$ cat src/rtl/flash_prog_pkg.sv
// Command codes and sequencer state encoding for the flash programming path.
// Build option FLASH_PROG_VERIFY_EN adds the read-back verify states.
package flash_prog_pkg;

    localparam int unsigned CMD_W = 4;

    localparam logic [CMD_W-1:0] FLASH_ERS_SECT = 4'hA;
    localparam logic [CMD_W-1:0] FLASH_RD_ID    = 4'hB;
    localparam logic [CMD_W-1:0] FLASH_WR_PG    = 4'hC;
    localparam logic [CMD_W-1:0] FLASH_RD_PG    = 4'hD;
    localparam logic [CMD_W-1:0] FLASH_RD_SR    = 4'hE;
    localparam logic [CMD_W-1:0] FLASH_RD_FR    = 4'hF;

`ifdef FLASH_PROG_VERIFY_EN
    typedef enum logic [3:0] {
        S_IDLE,
        S_CALC,
        S_ERASE,
        S_WT_ERASE,
        S_WT_DATA,
        S_PROG,
        S_WT_PROG,
        S_VERIFY,
        S_WT_VERIFY,
        S_DONE,
        S_FAULT
    } seq_state_t;
`else
    typedef enum logic [3:0] {
        S_IDLE,
        S_CALC,
        S_ERASE,
        S_WT_ERASE,
        S_WT_DATA,
        S_PROG,
        S_WT_PROG,
        S_DONE,
        S_FAULT
    } seq_state_t;
`endif

endpackage

$ cat src/rtl/flash_chunk_calc.sv
// Page-chunk size and erase-sector count for a byte range; purely combinational.
module flash_chunk_calc #(
    parameter int unsigned ADDR_W = 32,
    parameter int unsigned PG_W   = 8,
    parameter int unsigned SECT_W = 12
) (
    input  logic [SECT_W-1:0] addr_lo,
    input  logic [ADDR_W-1:0] len,
    output logic [PG_W:0]     chunk_c,
    output logic [ADDR_W-1:0] n_sect_c
);

    localparam int unsigned CHUNK_W = PG_W + 1;
    localparam int unsigned SUM_W   = ADDR_W + 1;
    localparam logic [CHUNK_W-1:0] PAGE_SIZE = CHUNK_W'(1) << PG_W;
    localparam logic [SECT_W-1:0]  SECT_MASK = '1;

    logic [CHUNK_W-1:0] room;
    logic [SUM_W-1:0]   sect_sum;

    // Bytes left in the current page, capped by the remaining length
    always_comb begin
        room     = PAGE_SIZE - CHUNK_W'(addr_lo[PG_W-1:0]);
        chunk_c  = (len < ADDR_W'(room)) ? CHUNK_W'(len) : room;
        sect_sum = SUM_W'(addr_lo) + SUM_W'(len) + SUM_W'(SECT_MASK);
        n_sect_c = ADDR_W'(sect_sum >> SECT_W);
    end

endmodule

$ cat src/rtl/flash_prog_sequencer.sv
// Erase-then-program sequencer feeding the flash macro executor one command at a time.
// Define FLASH_PROG_VERIFY_EN to read back and compare every programmed page.
module flash_prog_sequencer
    import flash_prog_pkg::*;
#(
    parameter int unsigned ADDR_W = 32,
    parameter int unsigned PG_W   = 8,
    parameter int unsigned SECT_W = 12,
    parameter int unsigned LVL_W  = 12
) (
    input  logic              clk,
    input  logic              rst_n,
    input  logic              start,
    input  logic [ADDR_W-1:0] start_addr,
    input  logic [ADDR_W-1:0] data_len,
    input  logic              abort,
    input  logic [LVL_W-1:0]  buff_level,
    output logic [CMD_W-1:0]  cmd,
    output logic              cmd_valid,
    output logic [ADDR_W-1:0] cmd_addr,
    output logic [PG_W:0]     cmd_len,
    input  logic              cmd_done,
    input  logic              cmd_err,
    output logic              busy,
    output logic              done,
    output logic              error,
    output logic [ADDR_W-1:0] pages_done
);

    localparam int unsigned CHUNK_W = PG_W + 1;
    localparam int unsigned LVL_CMP_W = (LVL_W > CHUNK_W) ? LVL_W : CHUNK_W;
    localparam logic [ADDR_W-1:0] SECT_STEP = ADDR_W'(1) << SECT_W;

    seq_state_t state_q, state_d;

    logic [ADDR_W-1:0]  addr_q, addr_d;
    logic [ADDR_W-1:0]  rem_q, rem_d;
    logic [ADDR_W-1:0]  era_q, era_d;
    logic [ADDR_W-1:0]  nsect_q, nsect_d;
    logic               abort_q, abort_d;

    logic               busy_d, done_d, error_d, cmd_valid_d;
    logic [ADDR_W-1:0]  pages_d, cmd_addr_d;
    logic [CMD_W-1:0]   cmd_d;
    logic [CHUNK_W-1:0] cmd_len_d;

    logic [CHUNK_W-1:0] chunk;
    logic [ADDR_W-1:0]  n_sect;
    logic               rsp;
    logic               abort_any;

    flash_chunk_calc #(
        .ADDR_W (ADDR_W),
        .PG_W   (PG_W),
        .SECT_W (SECT_W)
    ) u_calc (
        .addr_lo  (addr_q[SECT_W-1:0]),
        .len      (rem_q),
        .chunk_c  (chunk),
        .n_sect_c (n_sect)
    );

    // A completion coinciding with the strobe is illegal and dropped
    assign rsp       = cmd_done & ~cmd_valid;
    assign abort_any = abort_q | abort;

    always_comb begin
        state_d     = state_q;
        addr_d      = addr_q;
        rem_d       = rem_q;
        era_d       = era_q;
        nsect_d     = nsect_q;
        abort_d     = abort_q | (busy & abort);
        busy_d      = busy;
        done_d      = 1'b0;
        error_d     = error;
        pages_d     = pages_done;
        cmd_d       = cmd;
        cmd_valid_d = 1'b0;
        cmd_addr_d  = cmd_addr;
        cmd_len_d   = cmd_len;

        unique case (state_q)
            S_IDLE: begin
                if (start) begin
                    addr_d  = start_addr;
                    rem_d   = data_len;
                    error_d = 1'b0;
                    pages_d = '0;
                    busy_d  = 1'b1;
                    abort_d = 1'b0;
                    state_d = (data_len == '0) ? S_DONE : S_CALC;
                end
            end
            S_CALC: begin
                nsect_d = n_sect;
                era_d   = {addr_q[ADDR_W-1:SECT_W], {SECT_W{1'b0}}};
                state_d = S_ERASE;
            end
            // Erase carries no byte count
            S_ERASE: begin
                cmd_d       = FLASH_ERS_SECT;
                cmd_valid_d = 1'b1;
                cmd_addr_d  = era_q;
                cmd_len_d   = '0;
                state_d     = S_WT_ERASE;
            end
            S_WT_ERASE: begin
                if (rsp) begin
                    if (cmd_err) begin
                        state_d = S_FAULT;
                    end else begin
                        era_d   = era_q + SECT_STEP;
                        nsect_d = nsect_q - ADDR_W'(1);
                        if (abort_any)                   state_d = S_FAULT;
                        else if (nsect_q == ADDR_W'(1))  state_d = S_WT_DATA;
                        else                             state_d = S_ERASE;
                    end
                end
            end
            S_WT_DATA: begin
                if (abort_any)
                    state_d = S_FAULT;
                else if (LVL_CMP_W'(buff_level) >= LVL_CMP_W'(chunk))
                    state_d = S_PROG;
            end
            S_PROG: begin
                cmd_d       = FLASH_WR_PG;
                cmd_valid_d = 1'b1;
                cmd_addr_d  = addr_q;
                cmd_len_d   = chunk;
                state_d     = S_WT_PROG;
            end
            S_WT_PROG: begin
                if (rsp) begin
                    if (cmd_err) begin
                        state_d = S_FAULT;
`ifdef FLASH_PROG_VERIFY_EN
                    end else if (abort_any) begin
                        state_d = S_FAULT;
                    end else begin
                        state_d = S_VERIFY;
                    end
                end
            end
            S_VERIFY: begin
                cmd_d       = FLASH_RD_PG;
                cmd_valid_d = 1'b1;
                cmd_addr_d  = addr_q;
                state_d     = S_WT_VERIFY;
            end
            S_WT_VERIFY: begin
                if (rsp) begin
                    if (cmd_err) begin
                        state_d = S_FAULT;
`endif
                    end else begin
                        addr_d  = addr_q + ADDR_W'(cmd_len);
                        rem_d   = rem_q - ADDR_W'(cmd_len);
                        pages_d = pages_done + ADDR_W'(1);
                        if (abort_any)                        state_d = S_FAULT;
                        else if (rem_q == ADDR_W'(cmd_len))  state_d = S_DONE;
                        else                                  state_d = S_WT_DATA;
                    end
                end
            end
            S_DONE: begin
                done_d  = 1'b1;
                busy_d  = 1'b0;
                state_d = S_IDLE;
            end
            S_FAULT: begin
                error_d = 1'b1;
                busy_d  = 1'b0;
                state_d = S_IDLE;
            end
            default: state_d = S_IDLE;
        endcase
    end

    always_ff @(posedge clk or negedge rst_n) begin
        if (!rst_n) begin
            state_q    <= S_IDLE;
            addr_q     <= '0;
            rem_q      <= '0;
            era_q      <= '0;
            nsect_q    <= '0;
            abort_q    <= 1'b0;
            busy       <= 1'b0;
            done       <= 1'b0;
            error      <= 1'b0;
            pages_done <= '0;
            cmd        <= '0;
            cmd_valid  <= 1'b0;
            cmd_addr   <= '0;
            cmd_len    <= '0;
        end else begin
            state_q    <= state_d;
            addr_q     <= addr_d;
            rem_q      <= rem_d;
            era_q      <= era_d;
            nsect_q    <= nsect_d;
            abort_q    <= abort_d;
            busy       <= busy_d;
            done       <= done_d;
            error      <= error_d;
            pages_done <= pages_d;
            cmd        <= cmd_d;
            cmd_valid  <= cmd_valid_d;
            cmd_addr   <= cmd_addr_d;
            cmd_len    <= cmd_len_d;
        end
    end

endmodule

$ cat config.mk
export PLATFORM = sky130hd
export DESIGN_NAME = flash_prog_sequencer
export DESIGN_NICKNAME = d
export VERILOG_FILES = /design/src/rtl/flash_prog_pkg.sv /design/src/rtl/flash_chunk_calc.sv /design/src/rtl/flash_prog_sequencer.sv
export SDC_FILE = /design/constraint.sdc
export NUM_CORES = 1
export LEC_CHECK = 0
export BUFFER_PORTS_ARGS = -buffer_cell sky130_fd_sc_hd__buf_4
export CORE_MARGIN = 10
export CORE_UTILIZATION = 50
export CTS_CLUSTER_DIAMETER = 40
export CTS_CLUSTER_SIZE = 30
export DETAILED_ROUTE_END_ITERATION = 12
export PLACE_DENSITY = 0.7
export SKIP_CTS_REPAIR_TIMING = 1
export SYNTH_ARGS = -nofsm -noshare
export SYNTH_HDL_FRONTEND = slang
export SYNTH_SLANG_ARGS = --single-unit
$ cat constraint.sdc
create_clock -name clk -period 5.3 [get_ports clk]
set_clock_uncertainty 0.1 [all_clocks]
set_input_delay 0.795 -clock clk [delete_from_list [all_inputs] [get_ports clk]]
set_output_delay 0.795 -clock clk [all_outputs]
set_load 0.05 [all_outputs]
* Yosys cells after proc, flatten, opt, wreduce, memory -nomap -nowiden
Index checks and enable logic that the tools add are counted. W data, S select, Z words.
Operators by class: equality and inequality tests 16, muxes and demuxes 43, bitwise gates (word level) 5, multiply operators 0, $add $sub $neg 8, shift-type cells 0, order comparisons 2, div/mod/pow operators 0, reduce and logical (&&, ||, !) cells 14
Operators with widths (count):
- $mux W32 | 13
- $pmux W32 S2 | 6
- $mux W4 | 9
- $add A12 B32 Y33 | 1
- $add A33 B12 Y33 const B | 1
- $add A32 B1 Y32 const B | 1
- $add A32 B13 Y32 const B | 1
- $add A32 B9 Y32 | 1
- $eq A32 B1 Y1 const B | 1
- $eq A32 B9 Y1 | 1
- $logic_not A32 Y1 | 1
- $lt A32 B9 Y1 | 1
- $sub A32 B1 Y32 const B | 1
- $sub A32 B9 Y32 | 1
- $pmux W4 S7 | 1
- $pmux W9 S2 | 1
- $eq A4 B3 Y1 const B | 4
- $ge A12 B9 Y1 | 1
- $ne A2 B2 Y1 const B | 5
- $reduce_bool A2 Y1 | 5
- $mux W9 | 1
- $sub A9 B8 Y9 const A | 1
- $eq A4 B2 Y1 const B | 2
- $pmux W4 S2 | 1
- 15 further kinds | 27
Storage, ports and cells: register bits after elaboration 214, output and inout port bits 81, memories kept 0, memory bits (read-only) 0, memory bits (writable) 0, latch bits 0

* Depth between registers and ports, before layout
Gate-level depths: netlist of run 1.
depth after elaboration 7, mapped depth 21, gate-level depth less buffers 20

* Hierarchy
Synthesis of run 1 repeated with hierarchy kept, for this count alone.
Second synthesis, totals: cell total of the unflattened synthesis 1592, area, all modules 13397.8 sq um
By module, submodules not included:
- flash_prog_sequencer | instances 1, cells each 1381, area each 11845.1 sq um
- flash_chunk_calc | instances 1, cells each 211, area each 1552.7 sq um

* Worst setup path after synthesis of run 1
No wires, ideal clock.
path kind reg-to-reg, start point register addr_q[1], end point register state_q[2], slack 1106 ps, library setup time 143 ps, clock period less this slack 4194 ps, buffers on the path 1, cell stages (with the launch flop) 19, data arrival time 3951 ps, path through dfrtp_1 -> nor3_1 -> and3_1 -> xnor2_1 -> ha_1 -> a21o_1 -> a21oi_1 -> nor2b_1 -> o311a_1 -> or4_4 -> buf_6 -> mux2_4 -> ha_1 -> nor4_1 -> nand2_1 -> a2111oi_0 -> a21oi_1 -> nor2_1 -> a31oi_1
Between the ends: word-level cells in the longest chain between the ends 6
RTL lines:
- start: declaration | line flash_prog_sequencer.sv:36 | logic [ADDR_W-1:0] addr_q, addr_d;
- start signal: assignment | line flash_prog_sequencer.sv:199 | addr_q <= addr_d;
- $sub A9 B8 Y9 (*) | line flash_chunk_calc.sv:23 | room = PAGE_SIZE - CHUNK_W'(addr_lo[PG_W-1:0]);
- $lt A32 B9 Y1 | line flash_chunk_calc.sv:24 | chunk_c = (len < ADDR_W'(room)) ? CHUNK_W'(len) : room;
- $mux W9 (*) | line flash_chunk_calc.sv:24
- $ge A12 B9 Y1 (*) | line flash_prog_sequencer.sv:124 | else if (LVL_CMP_W'(buff_level) >= LVL_CMP_W'(chunk))
- $ne A3 B3 Y1 (no source line) (*)
- $reduce_and A4 Y1 (no source line) (*)
- end signal: assignment | line flash_prog_sequencer.sv:198 | state_q <= state_d;
- end: declaration | line flash_prog_sequencer.sv:34 | seq_state_t state_q, state_d;
Mark *: on every way between the ends. The rest lies on a longest branch, timed or not. A chain may end at the register's enable or synchronous reset.

* Worst setup path in the final report of run 1
Same ends and word-level chain as after synthesis.

==> results.sh, run 1 <==
export IMPL_synth_warning_count=0
export IMPL_area_growth_pct=21.5
export IMPL_timing_final_crit_share=0.887
export IMPL_crit_chain="nor3_1 > and3_1 > xnor2_1 > ha_1 > a21o_1 > a21oi_1 > nor2b_1 > o311a_1 > or4_4 > mux2_4 > ha_1 > nor4_1 > nand2_1 > a2111oi_0 > a21oi_1 > nor2_1 > a31oi_1"
export IMPL_synth_edf_count=0
export IMPL_htreeDepth=2
export IMPL_yosys_area_top_type="dfrtp_1"
export IMPL_final_hold_violation_count=0
export IMPL_groute_usage_overall=0.251
export IMPL_cts_sinks=201
export IMPL_crit_family="simple AND/OR/NAND/NOR gates"
export IMPL_hold_class="in2async"
export IMPL_grt_pass1_vias=12000
export IMPL_setup_violations=0
export IMPL_drc_errors=0
export IMPL_fillers=2212
export IMPL_synth_common_cells="dfrtp_1, nand2_1, nor2_1, o21ai_0, inv_1"
export IMPL_slowest_stage="or4_4"
export IMPL_vias=12600
export IMPL_grt_pass1_wl_mm=67.8
export IMPL_wire_per_inst_um=21.3
export IMPL_status="finished, final reports clean"
export IMPL_synth_top_area_share=0.387
export IMPL_seq_area_frac_synth=0.387
export IMPL_synth_area_leaders="dfrtp_1, ha_1, o21ai_0, nand2_1, nor2_1"
export IMPL_grt_max_degree=117
export IMPL_maxSlewHeadroom=0.215
export IMPL_power_density_nw_per_um2=664
export IMPL_portBuffers=161
export IMPL_drt_iter0_drc=1512
export IMPL_ios=163
export IMPL_cp_arrival_ns=4.96
export IMPL_cts_buffers=37
export IMPL_ys_seq_elements=201
export IMPL_place_gp_congestion=0.952
export IMPL_die_w_um=181
export IMPL_grt_setup_unrepaired="false"
export IMPL_path_buf_inv=0
export IMPL_worst_slew_pin_slew_ns=1.18
export IMPL_ant_nets=0
export IMPL_crit_path_max_incr_delay_ns=0.54
export IMPL_dieArea_um2=32800
export IMPL_viasPerCell=6.27
export IMPL_crit_type="reg2reg"
export IMPL_initial_core_util=0.512
export IMPL_dp_hpwl_mm=30.6
export IMPL_synth_ff_type="dfrtp_1"
export IMPL_clkLatencyLatePin_ns=0.51
export IMPL_fin_ws_ns=0.598
export IMPL_startpoint_type="register"
export IMPL_diodes=0
export IMPL_maxCapViolations=0
export IMPL_grt_overflow_total=0
export IMPL_avgSynthCellArea_um2=8.59
export IMPL_async_reset_ff_frac=1.00
export IMPL_synth_nets=1659
export IMPL_drt_pass1_iterations=7
export IMPL_power_leakage_uw=0.00699
export IMPL_cts_tree="done"
export IMPL_maxSlewViolCount=0
export IMPL_stdcell_area_um2=15800
export IMPL_core_area_um2=25400
export IMPL_required_ns=5.56
export IMPL_clk_pin_slew_ns=0.05
export IMPL_wl_mm=42.7
export IMPL_endpoint_kind="register"
export IMPL_drive_above_1_share=0.174
export IMPL_yosysMostFrequentCell="dfrtp_1"
export IMPL_fin_crit_ns=4.70
export IMPL_cp_max_fo=9
export IMPL_ir_worst_vdd_v=0.000406
export IMPL_fmax_ghz=0.213
export IMPL_dpl_cell_area_um2=14500
export IMPL_num_rows=58
export IMPL_syn_inst=1513
export IMPL_cts_max_path_buffers=3
export IMPL_ys_types=75
export IMPL_antenna_found_initial=0
export IMPL_nNetsFinal=1792
export IMPL_die_height_um=181
export IMPL_final_setup_tns_ns=0
export IMPL_synthesis_area_um2=13000
export IMPL_place_ws_ns=0.721
export IMPL_clock_root_buffer="clkbuf_16"
-- per-layer routing --
layer	vias up	routed length [um]	track usage
met5	-	0	0
met2	538	19900	0.398
met4	0	1500	0.0931
met1	6104	18000	0.334
met3	88	3300	0.0440
li1	5828	-	-
-- state kept, by name (all words and copies together), names as in the netlist --
name / count
cmd_valid: 1
pages_done: 32
busy: 1
done: 1
addr_q: 32
state_q: 4
cmd_len: 9
nsect_q: 32
cmd: 3
cmd_addr: 32
rem_q: 32
error: 1
era_q: 20
abort_q: 1
-- where the power goes --
part	leakage, uW	switching (uW)	internal (uW)	total, uW
sequential	0.00249	799	2110	2910
clock	0.000623	843	1640	2480
combinational	0.00388	3180	1900	5080
total	0.00699	4820	5660	10500
-- area by class of cell --
type,count,area (um^2),share of cell area
multi-input cells,1130,7290,0.462
flip-flops and latches,201,5030,0.319
repair buffers,183,1390,0.0882
clock buffers,48,1040,0.0659
well taps,330,413,0.0262
inverters,93,349,0.0221
clock inverters,19,264,0.0167
-- final timing paths --
kind	from	to	slack, ns	cells past startpoint
hold reg to reg	cmd[3]	cmd[3]	0.36	1
hold / removal	rst_n	nsect_q[26]	0.23	1
max in group asynchronous	rst_n	pages_done[8]	3.48	2
min in group clk	cmd[3]	cmd[3]	0.36	1
setup reg to reg	addr_q[1]	state_q[2]	0.60	17
setup / recovery	addr_q[1]	state_q[2]	0.60	17
-- cell families after synthesis --
| family | count (synthesis) | synth area share |
|---|---|---|
| AO/OA/AOI/OAI | 396 | 0.201 |
| adder cells (fa/ha/maj) | 64 | 0.0628 |
| other | 1 | 0.000289 |
| AND/OR/NAND/NOR | 567 | 0.219 |
| XOR/XNOR | 68 | 0.0458 |
| flip-flops | 201 | 0.387 |
| buffers and inverters | 182 | 0.0541 |
| multiplexers | 34 | 0.0294 |
-- through the flow --
| stage | total power (uW) | cells | hold slack [ns] | utilization |
|---|---|---|---|---|
| after detailed placement | 7910 | 1937 | 0.359 | 0.570 |
| after global routing | 11200 | 2004 | 0.394 | 0.621 |
| after CTS | 10400 | 2004 | 0.376 | 0.621 |
| after global placement | 7790 | 1937 | 0.352 | 0.570 |
| final | 10500 | 2004 | 0.233 | 0.621 |
| after floorplan | 6350 | 1513 | 0.372 | - |
-- placed cells by master (no fill, tap or decap), types with 28 or more instances in the layout --
master and instances:
ha_1 62, nand4_1 38, nand3_1 69, xor2_1 46, nor3_1 54, nand2_1 129
nor2_1 121, a21oi_1 90, dfrtp_1 201, o21ai_0 107, inv_1 93, buf_4 181
nor4_1 29, o22ai_1 35, clkbuf_16 39, a22oi_1 28
Power figures use the tool's default switching activity.
==> run 2: changes to the inputs <==
--- a/config.mk
+++ b/config.mk
@@ -10,5 +10,4 @@
 export CORE_UTILIZATION = 50
 export CTS_CLUSTER_DIAMETER = 40
-export CTS_CLUSTER_SIZE = 30
 export DETAILED_ROUTE_END_ITERATION = 12
 export PLACE_DENSITY = 0.7
==> constraint.sdc (replaced) <==
create_clock -name clk -period 5.3 [get_ports clk]
set_clock_uncertainty 0.1 [all_clocks]
set_input_delay 0.265 -clock clk [delete_from_list [all_inputs] [get_ports clk]]
set_output_delay 0.265 -clock clk [all_outputs]
set_load 0.05 [all_outputs]
==> results.sh, run 2 (synthesis results as in run 1) <==
export IMPL_grt_most_used_layer="met2"
export IMPL_drive_above_1_share=0.169
export IMPL_drc_errors=0
export IMPL_required_ns=5.56
export IMPL_ios=163
export IMPL_wire_per_inst_um=20.8
export IMPL_setup_violations=0
export IMPL_grt_setup_unrepaired="false"
export IMPL_fmax_ghz=0.211
export IMPL_cts_tree="done"
export IMPL_die_w_um=181
export IMPL_r2r_start="addr_q[1]"
export IMPL_htreeDepth=2
export IMPL_maxCapViolations=0
export IMPL_fin_crit_ns=4.75
export IMPL_worst_slew_pin_slew_ns=1.09
export IMPL_clkLatencyLatePin_ns=0.50
export IMPL_final_hold_violation_count=3
export IMPL_place_gp_congestion=0.972
export IMPL_cts_sinks=201
export IMPL_violations="hold timing"
export IMPL_rr_worst_depth=19
export IMPL_seqPwrFrac=0.284
export IMPL_grt_overflow_total=0
export IMPL_startpoint_type="register"
export IMPL_intPower_uw=5490
export IMPL_mostFrequentLayoutCell="dfrtp_1"
export IMPL_die_height_um=181
export IMPL_hold_end="rem_q[3]"
export IMPL_vias=12600
export IMPL_area_growth_pct=23.3
export IMPL_viasPerCell=6.19
export IMPL_groute_usage_overall=0.245
export IMPL_grtUsageMet2=0.393
export IMPL_timing_final_crit_share=0.896
export IMPL_endpoint_kind="register"
export IMPL_use_met1=0.315
export IMPL_status="complete, but fails checks"
export IMPL_cts_buffers=34
export IMPL_power_density_nw_per_um2=638
export IMPL_maxSlewViolCount=0
export IMPL_ant_nets=0
export IMPL_r2r_end="state_q[0]"
export IMPL_diodes=0
export IMPL_dpl_cell_area_um2=14500
export IMPL_portBuffers=161
export IMPL_crit_family="compound AO/OA/AOI/OAI gates"
export IMPL_crit_chain="inv_1 > ha_1 > inv_1 > nor3_1 > xnor2_1 > ha_1 > a21o_1 > a21oi_1 > nor2b_1 > o311a_1 > or4_4 > mux2_4 > ha_1 > nor4_1 > nand2_1 > a2111oi_0 > a21oi_1 > nor2_1 > a21oi_1"
export IMPL_antenna_found_initial=0
export IMPL_crit_type="reg2reg"
export IMPL_cp_arrival_ns=5.01
export IMPL_crit_path_max_incr_delay_ns=0.53
export IMPL_final_cell_mix="dfrtp_1, buf_4, nand2_1"
export IMPL_grt_pass1_vias=12200
export IMPL_power_leakage_uw=0.00710
export IMPL_maxSlewHeadroom=0.270
export IMPL_min_from="data_len[3]"
export IMPL_hold_class="in2reg"
export IMPL_drt_iter0_drc=1355
export IMPL_num_rows=58
export IMPL_cts_max_path_buffers=3
export IMPL_p_sw_frac=0.463
export IMPL_path_buf_inv=2
export IMPL_whs_path_depth=3
export IMPL_clock_root_buffer="clkbuf_16"
export IMPL_ir_worst_vdd_v=0.000403
export IMPL_dp_hpwl_mm=30.4
export IMPL_stdcell_area_um2=16000
export IMPL_nNetsFinal=1828
export IMPL_p_switching_uw=4740
export IMPL_clk_pin_slew_ns=0.05
export IMPL_final_setup_tns_ns=0
export IMPL_clockPowerShare=0.220
export IMPL_fillers=2188
export IMPL_p_comb_frac=0.496
export IMPL_crit_path_start="addr_q[1]"
export IMPL_grt_max_degree=114
export IMPL_multi_input_area_um2=7290
export IMPL_dieArea_um2=32800
export IMPL_regArea_um2=5030
export IMPL_core_area_um2=25400
export IMPL_fin_hold_ws_ns=-0.0288
export IMPL_grt_use_met3=0.0496
export IMPL_grt_pass1_wl_mm=66.4
export IMPL_drt_pass1_iterations=8
export IMPL_initial_core_util=0.512
export IMPL_cp_max_fo=9
export IMPL_wl_mm=42.2
export IMPL_rrSetupSlack_ns=0.55
export IMPL_slowest_stage="or4_4"
==> run 2: changes by cell type in the layout (fill, tap and decap cells not counted) <==
| cell | change |
|---|---|
| clkbuf_16 | -2 |
| buf_12 | -1 |
| clkinv_4 | -3 |
| buf_4 | +1 |
| clkinvlp_4 | -2 |
| inv_6 | +2 |
| dlygate4sd3_1 | +39 |
| clkbuf_1 | -5 |
| bufinv_16 | -2 |
| clkinv_2 | +3 |
==> run 2: stage by stage <==
stage | instances | utilization | power, uW | hold WS [ns] | worst slack (ns)
after floorplan | 1513 | - | 6350 | -0.131 | 1.11
after global placement | 1937 | 0.570 | 7750 | 0.351 | 0.805
after detailed placement | 1937 | 0.570 | 7880 | 0.353 | 0.676
after CTS | 1995 | 0.615 | 10200 | -0.150 | 0.620
after global routing | 2034 | 0.631 | 10900 | 0.00520 | 0.325
final | 2034 | 0.631 | 10200 | -0.0288 | 0.553
==> run 2: power groups by stage <==
stage / logic, uW / registers, uW / clock network, uW
final: 5070 / 2900 / 2250
after global routing: 5580 / 3000 / 2350
after floorplan: 3270 / 3080 / 0
after CTS: 5010 / 2870 / 2280
after global placement: 4890 / 2860 / 0
after detailed placement: 4980 / 2890 / 0
==> run 2: worst max-delay path by stage <==
stage	end	slack (ns)	depth (start not counted)
floorplan	state_q[2]	1.11	18
global placement	state_q[2]	0.80	19
detailed placement	state_q[1]	0.68	19
CTS	state_q[0]	0.62	19
global route	state_q[0]	0.33	19
finish	state_q[0]	0.55	19
==> run 2: final cells by class <==
type | instances | area share
Sequential cell | 201 | 0.314
Clock inverter | 17 | 0.0122
Timing Repair Buffer | 222 | 0.110
Multi-Input combinational cell | 1130 | 0.455
Tap cell | 330 | 0.0258
Clock buffer | 41 | 0.0606
Inverter | 93 | 0.0218
==> run 2: worst min-delay path: stages <==
cell and delay (ns):
buf_4 0.09, o22ai_1 0.06, a21oi_1 0.11
==> run 2: per-layer routing <==
layer  vias to the layer above  share of wire
li1                       5906              -
met1                      6038           0.42
met2                       541           0.47
met3                       107          0.072
met4                         0          0.039
met5                         -              0
